--- config.mk ---
export PLATFORM = sky130hd
export DESIGN_NAME = gray_switch_conditioner
export DESIGN_NICKNAME = d
export VERILOG_FILES = /design/src/rtl/gray_sw_pkg.sv /design/src/rtl/sync_2ff.sv /design/src/rtl/gray_switch_conditioner.sv
export SDC_FILE = /design/constraint.sdc
export NUM_CORES = 1
export LEC_CHECK = 0
export ABC_CLOCK_PERIOD_IN_PS = 5640
export BUFFER_PORTS_ARGS = -buffer_cell sky130_fd_sc_hd__buf_2
export CAP_MARGIN = 20
export CORE_ASPECT_RATIO = 1.75
export CORE_MARGIN = 1.5
export CORE_UTILIZATION = 30
export CTS_CLUSTER_SIZE = 10
export DETAILED_ROUTE_END_ITERATION = 16
export HOLD_SLACK_MARGIN = 0.08
export PLACE_DENSITY = 0.54
export SYNTH_ARGS = -nofsm -noshare
export SYNTH_HDL_FRONTEND = slang
export SYNTH_SLANG_ARGS = --single-unit
--- constraint.sdc ---
create_clock -name clk -period 5.64 [get_ports clk]
set_input_delay 1.128 -clock clk [delete_from_list [all_inputs] [get_ports clk]]
set_output_delay 1.128 -clock clk [all_outputs]
set_load 0.005 [all_outputs]
--- src/rtl/gray_sw_pkg.sv ---
// Shared types and helpers for the DIP-switch Gray-code conditioner.
package gray_sw_pkg;

    typedef enum logic {STABLE = 1'b0, SETTLING = 1'b1} deb_state_t;

    localparam int DEBOUNCE_DEFAULT = 270000;

    function automatic int unsigned popcount(input logic [31:0] v);
        int unsigned n;
        n = 0;
        for (int i = 0; i < 32; i++) begin
            n = n + {31'b0, v[i]};
        end
        return n;
    endfunction

endpackage

--- src/rtl/sync_2ff.sv ---
// Two-stage synchronizer for a vector of independent asynchronous levels.
module sync_2ff #(
    parameter int WIDTH = 4
) (
    input  logic             clk,
    input  logic             rst_n,
    input  logic [WIDTH-1:0] d,
    output logic [WIDTH-1:0] q
);

    logic [WIDTH-1:0] sync1_reg;
    logic [WIDTH-1:0] sync2_reg;

    always_ff @(posedge clk or negedge rst_n) begin
        if (!rst_n) begin
            sync1_reg <= '0;
            sync2_reg <= '0;
        end else begin
            sync1_reg <= d;
            sync2_reg <= sync1_reg;
        end
    end

    assign q = sync2_reg;

endmodule

--- src/rtl/gray_switch_conditioner.sv ---
// Synchronizes and debounces a raw DIP-switch Gray vector as one unit, then
// commits each stable code and flags commits that are not single-bit steps.
module gray_switch_conditioner
    import gray_sw_pkg::*;
#(
    parameter int WIDTH           = 4,
    parameter int DEBOUNCE_CYCLES = DEBOUNCE_DEFAULT
) (
    input  logic             clk,
    input  logic             rst_n,
    input  logic [WIDTH-1:0] sw_in,
    input  logic             err_clear,
    output logic [WIDTH-1:0] gray_out,
    output logic             gray_valid,
    output logic             step_error
);

    localparam int CNT_W = $clog2(DEBOUNCE_CYCLES);
    localparam logic [CNT_W-1:0] CNT_LAST = CNT_W'(DEBOUNCE_CYCLES - 1);

    logic [WIDTH-1:0] sync2;

    deb_state_t       state_reg, state_next;
    logic [WIDTH-1:0] cand_reg, cand_next;
    logic [CNT_W-1:0] cnt_reg, cnt_next;
    logic             first_done_reg, first_done_next;
    logic [WIDTH-1:0] gray_reg, gray_next;
    logic             valid_reg, valid_next;
    logic             err_reg, err_next;
    logic             commit;
    logic             step_bad;

    sync_2ff #(.WIDTH(WIDTH)) u_sync (
        .clk   (clk),
        .rst_n (rst_n),
        .d     (sw_in),
        .q     (sync2)
    );

    always_ff @(posedge clk or negedge rst_n) begin
        if (!rst_n) begin
            state_reg      <= STABLE;
            cand_reg       <= '0;
            cnt_reg        <= '0;
            first_done_reg <= 1'b0;
            gray_reg       <= '0;
            valid_reg      <= 1'b0;
            err_reg        <= 1'b0;
        end else begin
            state_reg      <= state_next;
            cand_reg       <= cand_next;
            cnt_reg        <= cnt_next;
            first_done_reg <= first_done_next;
            gray_reg       <= gray_next;
            valid_reg      <= valid_next;
            err_reg        <= err_next;
        end
    end

    always_comb begin
        state_next      = state_reg;
        cand_next       = cand_reg;
        cnt_next        = cnt_reg;
        first_done_next = first_done_reg;
        gray_next       = gray_reg;
        valid_next      = 1'b0;
        commit          = 1'b0;

        case (state_reg)
            STABLE: begin
                if (sync2 != gray_reg) begin
                    cand_next  = sync2;
                    cnt_next   = '0;
                    state_next = SETTLING;
                end
            end
            SETTLING: begin
                // Bounce beats everything: any movement restarts the window.
                if (sync2 != cand_reg) begin
                    cand_next = sync2;
                    cnt_next  = '0;
                end else if (cand_reg == gray_reg) begin
                    state_next = STABLE;
                end else if (cnt_reg == CNT_LAST) begin
                    commit          = 1'b1;
                    gray_next       = cand_reg;
                    valid_next      = 1'b1;
                    first_done_next = 1'b1;
                    state_next      = STABLE;
                end else begin
                    cnt_next = cnt_reg + CNT_W'(1);
                end
            end
            default: state_next = STABLE;
        endcase
    end

    // The first commit after reset is exempt: power-on setting vs reset value 0.
    always_comb begin
        step_bad = first_done_reg && (popcount(32'(cand_reg ^ gray_reg)) != 1);
        err_next = err_reg;
        if (commit && step_bad) begin
            err_next = 1'b1;
        end else if (err_clear) begin
            err_next = 1'b0;
        end
    end

    assign gray_out   = gray_reg;
    assign gray_valid = valid_reg;
    assign step_error = err_reg;

endmodule

==> results.md <==
- Status: completed
- Avg WL per Cell: 14.5 um
- Vias: about 1600
- MaxCap Viol Count: 0
- RD Place Congestion: 0.819
- Post-synth EDFFs: 0
- PortBufs: 12
- Hold path cells: 0
- CTS HTree Levels: 2
- Clk_skew: 0.00741 ns
- Initial Util: 31.4%
- Max FFs per register: 19
- Netlist Area Pre-Place: around 2100 um^2
- WL final: 4510 um
- Synth cell types: 47
- Ys flop type: dfrtp_1
- Synth async-reset ratio: 100%
- Worst hold path class: reg -> reg
- WL met1: 1870 um
- Min-delay src: u_sync.sync1_reg[2]
- Worst slew margin: 41.4%
- Clock Latency Late Sink: 0.29 ns
- Final layout net count: 239
- ANT cells: 0
- Final hold violation count: 0
- Fin Setup TNS: 0 ns
- CTS buffer count: 5
- DP Wirelength: between 3000 and 4000 um
- Tcrit/Tclk final: 42.6%
- Slowest stage delay, CP: 0.65 ns
- CP Class: reg -> reg
- Achievable clock frequency: 0.416 GHz
- Buffers from clock root to sink, at most: 2
- Final setup viols: 0
- Initial antenna violation count: 0
- Die outline area: roughly 7400 um^2
- Root Buffer: clkbuf_16
- Final WS setup: approximately 3.2 ns
- Multi-input gate area: 1000 um^2
- Sequential Area: 976 um^2
- DIE WIDTH: 65.8 um
- CP dominant cell by count: nand3_1
- Mapped Cells: ~210
- Ports: 13
- R2R cell count: 7
- Post-CTS Hold Buffers: 0
- Static leakage: approximately 1 nW
- CP Max Fanout: 14
- FF+latch count, synth: 39
- Via density: between 5 and 6
- Final Slew Violations: 0
- Worst slack, placed: ~3.2 ns
- P&R area growth vs syn: 14.6%
- Critical Path AT: 2.63 ns
- Die Y: 113 um
- Clock Sinks: 39
- Main area contributors after synthesis: dfrtp_1 47%, nand2_1 4.4%, nand3_1 3.9%
- CP Launch Point: cand_reg[1]
- Power Density: 258 nW/um^2
- Final min period: 2.40 ns
- CP Cell Sequence: xor2_1 > inv_1 > ha_1 > nand3_1 > o41ai_4 > or4_2 > nand3_1
- Setup bufs post-CTS: 0
- Met2 Wirelength: 2370 um
- Drt first pass iters: 4
- Vias in the first global route: roughly 1600
- DRC viols: 0
- Startpoint Class: flop
- Core area: 6590 um^2
- Cell accounting for the most synthesized area: dfrtp_1
- Final antenna-violating net count: 0
- Power consumption: 611 uW
- Hold_ws: between 0.3 and 0.4 ns
- Highest metal used: met4
- WP data required: a little under 6 ns
- Critical Path Sink Type: flop
- Leading cell type in the layout, fill and taps excluded: dfrtp_1
- Sequential element share of the synthesized area: ~47%
- First-pass GRT wire length: 7870 um
- Filler instances: 685
- Grt total ovfl: 0
- Flop2flop setup slack: between 3 and 4 ns
- Syn_nets: 225
- Row count: 39
- Critical R2R Launch: cand_reg[1]
- CTS tree: built
- Clock slew at reported path FFs: 0.06 ns
- Initial drt markers: 62
- Largest net degree at the start of global routing: 40
- Most frequent cells in the layout: 39 x dfrtp_1, 24 x nand2_1, 16 x nand3_1
- Peak VDD IR: 0.112 mV
- Average size of a mapped cell: 9.71 um^2
- Met3 wire len: 86 um
- Cts repair resizes: 0
- Actual slew at the worst max-slew pin: 0.879 ns
- RSZ-0062 raised after global routing: no
- Share of layout cells above drive strength 1: 17.5%
- Post-synth top area share: a little under half
- Synth warn: 0
- Total GRT Usage: 14.1%
- Worst path slowest cell: or4_2
cell type report:
class	count	share of cell area [%]
Multi-Input combinational cell	151	42.3
Clock inverter	3	1.06
Clock buffer	5	5.28
Sequential cell	39	41.2
Inverter	15	2.37
Tap cell	82	4.33
Timing Repair Buffer	15	3.48
path summary, 6_finish.rpt:
path | to
min in group asynchronous | u_sync.sync1_reg[1]
worst min-delay path | u_sync.q[2]
worst max register to register | cnt_reg[3]
max in group asynchronous | cnt_reg[15]
worst max-delay path | cnt_reg[3]
worst min register to register | u_sync.q[2]
power by group:
| group | total (mW) | leakage [nW] | switching, mW | internal [mW] |
|---|---|---|---|---|
| registers | 0.290 | 0.511 | 0.00514 | 0.285 |
| logic | 0.0358 | 0.448 | 0.0224 | 0.0134 |
| clock network | 0.285 | 0.0700 | 0.120 | 0.165 |
| total | 0.611 | 1.03 | 0.148 | 0.464 |
cells in the mapped netlist (2+ instances only):
| master | n |
|---|---|
| a21o_1 | 4 |
| a21oi_1 | 5 |
| a31oi_1 | 4 |
| and2_1 | 4 |
| and3_1 | 4 |
| buf_2 | 2 |
| clkbuf_1 | 6 |
| dfrtp_1 | 39 |
| ha_1 | 4 |
| inv_1 | 15 |
| mux2_2 | 3 |
| nand2_1 | 24 |
| nand2b_1 | 2 |
| nand3_1 | 16 |
| nand4_1 | 5 |
| nor2_1 | 7 |
| nor3b_1 | 2 |
| nor4_1 | 3 |
| o211ai_1 | 4 |
| o21ai_0 | 13 |
| o22ai_1 | 3 |
| or2_2 | 3 |
| or3_1 | 3 |
| or4_1 | 3 |
| or4_2 | 3 |
| xnor2_1 | 7 |
| xor2_1 | 5 |
worst max-delay path, delay by kind of cell (launching register included):
family                     cells  cell delay [ns]
and+or+nand+nor                3             1.15
DFF                            1             0.42
AOI/OAI and AO/OA              1             0.27
xor gates and xnor gates       1             0.26
adders and majority gates      1             0.18
buffers and inverters          1             0.07
layer usage:
metal | track usage, % | vias to the layer above
li1 | - | 793
met1 | 15.9 | 782
met2 | 23.6 | 24
met3 | 2.98 | 12
met4 | 8.75 | 0
met5 | 0 | -
cells by family (layout without fill, tap and decap cells):
logic type / after synthesis / count (layout) / share of synthesized area (%)
XOR/XNOR: 12 / 12 / 5.08
AND/OR/NAND/NOR: 90 / 90 / 24.8
adder cells (fa/ha/maj): 5 / 5 / 3.39
AO/OA/AOI/OAI: 39 / 39 / 12.6
multiplexers: 5 / 5 / 2.66
flip-flops: 39 / 39 / 47.2
buffers and inverters: 23 / 38 / 4.29
metrics by stage:
step                      utilization [%]  std cells  instance area [um^2]
after CTS                            36.0        310                  2370
final                                36.0        310                  2370
after global placement               33.7        302                  2220
after floorplan                         -        213                  2070
after detailed placement             33.7        302                  2220
after global routing                 36.0        310                  2370
No activity file was read; power rests on OpenSTA's default activity.
